$ cat config.mk
export PLATFORM = sky130hd
export DESIGN_NAME = shift_rotate_seq
export DESIGN_NICKNAME = d
export VERILOG_FILES = /design/src/rtl/alu_pkg.sv /design/src/rtl/shift_rotate_seq_step.sv /design/src/rtl/shift_rotate_seq.sv
export SDC_FILE = /design/constraint.sdc
export NUM_CORES = 1
export LEC_CHECK = 0
export ABC_AREA = 1
export BUFFER_PORTS_ARGS = -buffer_cell sky130_fd_sc_hd__buf_2
export CAP_MARGIN = 10
export CORE_ASPECT_RATIO = 1.75
export CORE_MARGIN = 2
export CORE_UTILIZATION = 58
export DETAILED_ROUTE_END_ITERATION = 10
export PLACE_DENSITY = 0.81
export SLEW_MARGIN = 15
export SYNTH_ARGS = -nofsm -noshare
export SYNTH_HDL_FRONTEND = slang
export SYNTH_SLANG_ARGS = --single-unit
export TNS_END_PERCENT = 10
$ cat constraint.sdc
create_clock -name clock -period 3.9 [get_ports clock]
set_input_delay 0.975 -clock clock [delete_from_list [all_inputs] [get_ports clock]]
set_output_delay 0.975 -clock clock [all_outputs]
set_load 0.01 [all_outputs]
$ cat src/rtl/alu_pkg.sv
// Shared ALU definitions: shift/rotate op codes and sequencer state encoding.
package alu_pkg;

    localparam int OP_W = 3;

    localparam logic [OP_W-1:0] OP_SHR  = 3'd0;
    localparam logic [OP_W-1:0] OP_SHRA = 3'd1;
    localparam logic [OP_W-1:0] OP_SHL  = 3'd2;
    localparam logic [OP_W-1:0] OP_ROR  = 3'd3;
    localparam logic [OP_W-1:0] OP_ROL  = 3'd4;

    typedef enum logic [1:0] {
        ST_IDLE = 2'd0,
        ST_RUN  = 2'd1,
        ST_DONE = 2'd2
    } state_e;

    function automatic logic op_legal(input logic [OP_W-1:0] op);
        return op <= OP_ROL;
    endfunction

endpackage

$ cat src/rtl/shift_rotate_seq_step.sv
// Combinational step stage: moves data by 0..MAX_STEP bit positions.
module shift_step
    import alu_pkg::*;
#(
    parameter int DATA_W   = 32,
    parameter int MAX_STEP = 4,
    parameter int SW       = $clog2(MAX_STEP + 1)
) (
    input  logic [DATA_W-1:0] d_i,
    input  logic [OP_W-1:0]   op_i,
    input  logic [SW-1:0]     s_i,
    input  logic              fill_i,
    output logic [DATA_W-1:0] d_o
);

    logic [DATA_W-1:0] ones_hi;

    // Mask of the vacated top bits, used for sign fill on SHRA
    assign ones_hi = ~({DATA_W{1'b1}} >> s_i);

    always_comb begin
        d_o = d_i;
        unique case (op_i)
            OP_SHR:  d_o = d_i >> s_i;
            OP_SHRA: d_o = (d_i >> s_i) | (fill_i ? ones_hi : '0);
            OP_SHL:  d_o = d_i << s_i;
            OP_ROR:  d_o = (d_i >> s_i) | (d_i << (DATA_W - int'(s_i)));
            OP_ROL:  d_o = (d_i << s_i) | (d_i >> (DATA_W - int'(s_i)));
            default: d_o = d_i;
        endcase
    end

endmodule

$ cat src/rtl/shift_rotate_seq.sv
// Multi-cycle shift/rotate sequencer with valid/ready request and result ports.
module shift_rotate_seq
    import alu_pkg::*;
#(
    parameter int DATA_W   = 32,
    parameter int MAX_STEP = 4
) (
    input  logic              clock,
    input  logic              clear_n,
    input  logic              req_valid,
    output logic              req_ready,
    input  logic [OP_W-1:0]   req_op,
    input  logic [DATA_W-1:0] req_a,
    input  logic [DATA_W-1:0] req_b,
    output logic              res_valid,
    input  logic              res_ready,
    output logic [DATA_W-1:0] res_data,
    output logic              res_err
);

    localparam int AW = $clog2(DATA_W);
    localparam int SW = $clog2(MAX_STEP + 1);
    localparam logic [AW-1:0] MAX_A = AW'(MAX_STEP);

    state_e            state_q, state_d;
    logic [DATA_W-1:0] data_q, data_d;
    logic [OP_W-1:0]   op_q, op_d;
    logic              sign_q, sign_d;
    logic              err_q, err_d;
    logic [AW-1:0]     rem_q, rem_d;
    logic [AW-1:0]     step_a;
    logic [AW-1:0]     rem_next;
    logic [SW-1:0]     step;
    logic [DATA_W-1:0] step_data;
    logic [AW-1:0]     amt;

    // Amount is taken modulo DATA_W, so the upper bits of B are don't-care
    logic [DATA_W-AW-1:0] unused_b;
    assign unused_b = req_b[DATA_W-1:AW];
    assign amt      = req_b[AW-1:0];

    assign step_a   = (rem_q < MAX_A) ? rem_q : MAX_A;
    assign step     = SW'(step_a);
    assign rem_next = rem_q - step_a;

    shift_step #(
        .DATA_W  (DATA_W),
        .MAX_STEP(MAX_STEP),
        .SW      (SW)
    ) u_step (
        .d_i   (data_q),
        .op_i  (op_q),
        .s_i   (step),
        .fill_i(sign_q),
        .d_o   (step_data)
    );

    always_comb begin
        state_d = state_q;
        data_d  = data_q;
        op_d    = op_q;
        sign_d  = sign_q;
        err_d   = err_q;
        rem_d   = rem_q;
        unique case (state_q)
            ST_IDLE: begin
                if (req_valid) begin
                    op_d   = req_op;
                    data_d = req_a;
                    sign_d = req_a[DATA_W-1];
                    rem_d  = amt;
                    err_d  = ~op_legal(req_op);
                    if (!op_legal(req_op) || amt == '0) begin
                        state_d = ST_DONE;
                    end else begin
                        state_d = ST_RUN;
                    end
                end
            end
            ST_RUN: begin
                data_d = step_data;
                rem_d  = rem_next;
                if (rem_next == '0) begin
                    state_d = ST_DONE;
                end
            end
            ST_DONE: begin
                if (res_ready) begin
                    state_d = ST_IDLE;
                end
            end
            default: state_d = ST_IDLE;
        endcase
    end

    always_ff @(posedge clock or negedge clear_n) begin
        if (!clear_n) begin
            state_q <= ST_IDLE;
            data_q  <= '0;
            op_q    <= '0;
            sign_q  <= 1'b0;
            err_q   <= 1'b0;
            rem_q   <= '0;
        end else begin
            state_q <= state_d;
            data_q  <= data_d;
            op_q    <= op_d;
            sign_q  <= sign_d;
            err_q   <= err_d;
            rem_q   <= rem_d;
        end
    end

    assign req_ready = (state_q == ST_IDLE);
    assign res_valid = (state_q == ST_DONE);
    assign res_data  = res_valid ? data_q : '0;
    assign res_err   = res_valid & err_q;

endmodule
==> impl_metrics.json, run 1 <==
{
  "max_cap_viol_count": 0,
  "dp.cells": 1265,
  "dp_hpwl_um": 19600,
  "dieHeight_um": 140,
  "arrival_ps": 3750,
  "critPathMaxFanout": 21,
  "core_area_mm2": 0.0103,
  "syn_nets": 1177,
  "clk_pin_slew_ps": 80,
  "synthesis.instances": 1101,
  "slew_headroom_pct": 31.0,
  "r2r_start": "rem_q[4]",
  "post_synth_xor_area_fraction_pct": 0.143,
  "drv_slew": 0,
  "start_kind": "register",
  "cts.repair.resized": 0,
  "critPathMostFrequentCell": "nand2_1",
  "synthSimpleGateAreaFrac_pct": 42.0,
  "wl_met2_um": 12100,
  "placed_cell_area_mm2": 0.00654,
  "route.detailed.wl_per_inst_um": 21.1,
  "required_ps": 4090,
  "vias_per_cell": 6.45,
  "met3_length_um": 3350,
  "synth.cell_area_mm2": 0.00611,
  "finalSetupViolations": 0,
  "fp.dieW_um": 81.6,
  "status": "completed",
  "port-buffer-count": 78,
  "top_layer": "met4",
  "synth_top_family_by_area": "simple AND/OR/NAND/NOR gates",
  "yosysSeqAreaShare_pct": 18.0,
  "place_congestion": 1.04,
  "critPathSlowestCell": "inv_1",
  "finalWirelength_um": 26800,
  "htreeDepth": 2,
  "max_stage_delay_ps": 500,
  "layout-drive-gt1-share_pct": 15.3,
  "pre_cts_ws_ps": 650,
  "drc": 0,
  "post_cts_buffers": 0,
  "worstSetupStartpoint": "rem_q[4]",
  "wl_met1_um": 9250,
  "cts-root-buf": "clkbuf_16",
  "timing.critical_path.to_type": "register",
  "cts_tree": "yes",
  "grt_max_degree": 63,
  "start_util_pct": 59.3,
  "hold_buffers": 0,
  "hold_class": "reg2reg",
  "cts-buffers-inserted": 5,
  "hold_viol": 0,
  "synth_seq_cells": 44,
  "min_period_over_period_pct": 91.1,
  "grt_pass1_vias": 7592,
  "worstMarginPinSlew_ps": 1030,
  "final_cell_area_mm2": 0.00671,
  "synth_area_per_cell_um2": 5.55,
  "yosysWarnings": 0,
  "io_pins": 106,
  "stdcell_count": 1273,
  "fin_crit_ps": 3550,
  "area_growth_syn_to_layout_pct": 9.81,
  "rsz0062_at_grt": "no",
  "cts_sinks": 44,
  "insertion_delay_ps": 300,
  "vias": 8208,
  "synth_compound_area_share_pct": 26.1,
  "hold_path.startpoint": "data_q[6]",
  "fillerInstances": 1091,
  "setup_slack_ps": 347,
  "dr.pass1.iters": 8,
  "fmax_mhz": 281,
  "dieArea_mm2": 0.0114,
  "rows": 49,
  "setup_tns_ps": 0,
  "grt_use_total_pct": 47.8,
  "clock_skew_ps": 9.60,
  "grt_pass1_wl_um": 40900,
  "clock_path_buffers": 2,
  "crit_type": "reg2reg",
  "grt_overflow": 0,
  "fin_nets": 1221,
  "crit_chain": "nor2_4, nand3_4, ha_1, inv_1, ha_1, inv_1, nand3_1, nand2_1, nand2_1, nand3_1, nand2_1, nand2_1, nand2_1, nand2_1, nand2_1, nand2_1, nand2_1",
  "initialDrtViolationCount": 1118,
  "muxShareOfSynthArea_pct": 0.184,
  "n_antenna_cell": 0,
  "ant_nets": 0,
  "synth_cell_types": 48,
  "yosys.area_share.adder_pct": 1.02,
  "antenna_found_initial": 0
}
-- kinds of logic after synthesis --
family | Yosys count
AOI/OAI and AO/OA | 263
xor gates and xnor gates | 1
adders and majority gates | 5
buffers and inverters | 179
DFF | 44
muxes | 1
other | 1
and+or+nand+nor | 607
-- through the flow --
| stage | util, % | hold WS [ps] |
|---|---|---|
| floorplan | - | 447 |
| global placement | 63.4 | 460 |
| detailed placement | 63.4 | 468 |
| CTS | 65.1 | 483 |
| global route | 65.1 | 522 |
| finish | 65.1 | 478 |
-- Yosys cell counts, drive strengths merged --
library cell	count	area, µm²
nor3	2	10.0
a211o	1	8.76
xor2	1	8.76
nand3b	1	7.51
a22oi	4	30.0
a21oi	51	255
nand3	87	448
o21ai	133	726
buf	39	235
nor2	124	499
o22ai	6	37.5
a31oi	2	12.5
clkinv	4	15.0
mux2	1	11.3
nand4	14	87.6
o221ai	12	105
o211ai	40	300
o21a	1	7.51
a41oi	1	8.76
o2111ai	5	43.8
clkbuf	30	113
ha	5	62.6
inv	106	403
o311ai	1	8.76
or3	1	6.26
o31ai	2	15.0
a211oi	1	7.51
nand2	375	1490
conb	1	3.75
a221oi	3	26.3
dfrtp	44	1100
and2	1	6.26
or2	2	12.5
-- critical path: cells and delay by family, from the launching register on --
family                     cells  cell delay [ps]
adders and majority gates      2              600
buffers and inverters          2              580
DFF                            1              420
and+or+nand+nor               13             1830
-- layout make-up --
cell class | count | area, µm² | share of cell area (%)
Timing Repair Buffer | 106 | 613 | 9.14
Sequential cell | 44 | 1100 | 16.4
Clock buffer | 5 | 125 | 1.86
Multi-Input combinational cell | 878 | 4240 | 63.2
Clock inverter | 3 | 50.0 | 0.746
Inverter | 110 | 418 | 6.23
Tap cell | 127 | 159 | 2.37
-- registers in the layout (all words and copies together) (netlist names) --
name / cells
sign_q: 1
rem_q: 5
data_q: 32
err_q: 1
state_q: 2
op_q: 3
-- placed cells by master (no fill, tap or decap), types with 2 or more instances in the layout --
cell and instances:
a31oi_1 2, o21ai_1 47, o31ai_1 2, nand2_2 20
o21ai_0 70, o22ai_1 6, o2111ai_1 5, ha_1 5
o211ai_1 40, inv_2 13, o221ai_1 12, nor2_1 120
inv_6 2, a22oi_1 4, nand4_1 14, nor2_4 2
nand3_1 86, buf_4 27, dfrtp_1 44, buf_2 78
nand2_1 351, a21oi_1 51, nand2_4 4, a221oi_1 3
clkinv_1 4, nor3_1 2, clkbuf_16 5, inv_1 92
o21ai_2 16
-- path summary, 6_finish.rpt --
kind / to / slack, ps / cells after the start
min: data_q[6] / 480 / 2
max in group asynchronous: data_q[18] / 2400 / 1
min reg2reg: data_q[6] / 480 / 2
min in group asynchronous: data_q[6] / 860 / 1
max reg2reg: data_q[4] / 350 / 17
max: data_q[4] / 350 / 17
-- layer usage --
metal | vias up | global-route usage, %
li1 | 3729 | -
met1 | 3666 | 57.2
met2 | 645 | 71.2
met3 | 168 | 16.6
met4 | 0 | 31.0
met5 | - | 0
Power of run 1 is left out: the tool's default activity adds up to more than one toggle a clock period on the data nets, which glitch-free logic cannot reach.
==> inputs of run 2 (changes only) <==
--- a/config.mk
+++ b/config.mk
@@ -10,9 +10,9 @@
 export CAP_MARGIN = 10
 export CORE_ASPECT_RATIO = 1.75
 export CORE_MARGIN = 2
-export CORE_UTILIZATION = 58
+export CORE_UTILIZATION = 63
 export DETAILED_ROUTE_END_ITERATION = 10
-export PLACE_DENSITY = 0.81
+export PLACE_DENSITY = 0.87
 export SLEW_MARGIN = 15
 export SYNTH_ARGS = -nofsm -noshare
 export SYNTH_HDL_FRONTEND = slang
==> constraint.sdc (replaced) <==
create_clock -name clock -period 4.1 [get_ports clock]
set_input_delay 1.025 -clock clock [delete_from_list [all_inputs] [get_ports clock]]
set_output_delay 1.025 -clock clock [all_outputs]
set_load 0.01 [all_outputs]
==> impl_metrics.json, run 2 (synthesis gave the netlist of run 1 again) <==
{
  "status": "completed",
  "drv_slew": 0,
  "area_growth_syn_to_layout_pct": 9.01,
  "grt_overflow": 0,
  "htreeDepth": 2,
  "antenna_found_initial": 0,
  "cts_sinks": 44,
  "grt_use_total_pct": 50.4,
  "max_cap_viol_count": 0,
  "critPathMaxFanout": 36,
  "worstSetupStartpoint": "rem_q[4]",
  "slew_headroom_pct": 40.6,
  "n_antenna_cell": 0,
  "io_pins": 106,
  "clk_pin_slew_ps": 70,
  "start_util_pct": 64.5,
  "insertion_delay_ps": 300,
  "hold_buffers": 0,
  "finalWirelength_um": 26300,
  "setup_slack_ps": 536,
  "cts.repair.resized": 0,
  "reg_top3": "data_q (32), rem_q (5), op_q (3)",
  "use_met2_pct": 80.0,
  "setup_tns_ps": 0,
  "fin_nets": 1219,
  "dr.pass1.iters": 6,
  "largest_reg_flops": 32,
  "fillerInstances": 969,
  "dieArea_mm2": 0.0105,
  "vias_per_cell": 6.62,
  "largest-register": "data_q",
  "start_kind": "register",
  "post_cts_buffers": 0,
  "dp_hpwl_um": 19100,
  "hold_path.startpoint": "data_q[13]",
  "clock_skew_ps": 9.30,
  "grt_pass1_vias": 7732,
  "grt_busiest_layer": "met2",
  "critPathMostFrequentCell": "nand2_1",
  "crit_chain": "nor2_4, nand2_4, nor2_4, inv_2, ha_1, buf_4, o21ai_0, o211ai_1, nand2_1, nand2_1, nand2_1, nor2_1, o21ai_1",
  "max_stage_delay_ps": 480,
  "arrival_ps": 3730,
  "pre_cts_ws_ps": 956,
  "min_period_over_period_pct": 86.9,
  "required_ps": 4270,
  "fin_crit_ps": 3560,
  "initialDrtViolationCount": 1400,
  "dieHeight_um": 134,
  "core_area_mm2": 0.00947,
  "clock_path_buffers": 2,
  "fmax_mhz": 281,
  "cts-root-buf": "clkbuf_16",
  "fp.dieW_um": 78.5,
  "r2r_start": "rem_q[4]",
  "vias": 8383,
  "ant_nets": 0,
  "finalSetupViolations": 0,
  "hold_class": "reg2reg",
  "worstMarginPinSlew_ps": 889,
  "grt_pass1_wl_um": 40600,
  "layout_common_cells": "nand2_1, nor2_1, inv_1",
  "port-buffer-count": 78,
  "rows": 47,
  "timing.critical_path.to_type": "register",
  "crit_type": "reg2reg",
  "final_common_cell": "nand2_1",
  "grt_max_degree": 63,
  "drc": 0,
  "critPathSlowestCell": "o211ai_1",
  "route.detailed.wl_per_inst_um": 20.8,
  "cts_tree": "yes",
  "hold_viol": 0,
  "layout-drive-gt1-share_pct": 15.0,
  "use_met3_pct": 13.1,
  "place_congestion": 1.12,
  "grt_use_met1_pct": 58.8,
  "cts-buffers-inserted": 5,
  "rsz0062_at_grt": "no"
}
-- run 2: final timing paths --
kind                         endpoint  slack [ps]  cells past startpoint
hold reg to reg            data_q[13]         480                      2
hold / removal             data_q[13]         480                      2
min in group asynchronous   data_q[3]         740                      1
setup / recovery           data_q[14]         540                     13
setup reg to reg           data_q[14]         540                     13
max in group asynchronous  data_q[23]        2950                      1
-- run 2: through the flow --
step | util (%) | instances | cell area [µm²] | hold WS, ps
after global placement | 68.8 | 1258 | 6510 | 460
after floorplan | - | 1101 | 6110 | 447
final | 70.4 | 1266 | 6660 | 482
after CTS | 70.3 | 1266 | 6660 | 486
after global routing | 70.4 | 1266 | 6660 | 523
after detailed placement | 68.8 | 1258 | 6510 | 472
-- run 2: layout make-up --
class                           count  area [µm²]  area share, %
Sequential cell                    44        1100           16.5
Clock buffer                        6         129           1.93
Multi-Input combinational cell    878        4240           63.7
Tap cell                          122         153           2.29
Clock inverter                      2        16.3          0.244
Timing Repair Buffer              104         601           9.02
Inverter                          110         418           6.27
-- run 2: per-layer routing --
| metal | vias up | routed length [µm] |
|---|---|---|
| li1 | 3736 | - |
| met1 | 3715 | 8840 |
| met2 | 712 | 11700 |
| met3 | 220 | 3330 |
| met4 | 0 | 2390 |
| met5 | - | 0 |
-- run 2: critical path: cells and delay by family, from the launching register on --
kind,cells,cell delay (ps)
compound gates,3,830
fa+ha+maj,1,390
buf+inv,2,480
flops,1,430
simple gates,7,1310
Power of run 2 is left out for the same reason.
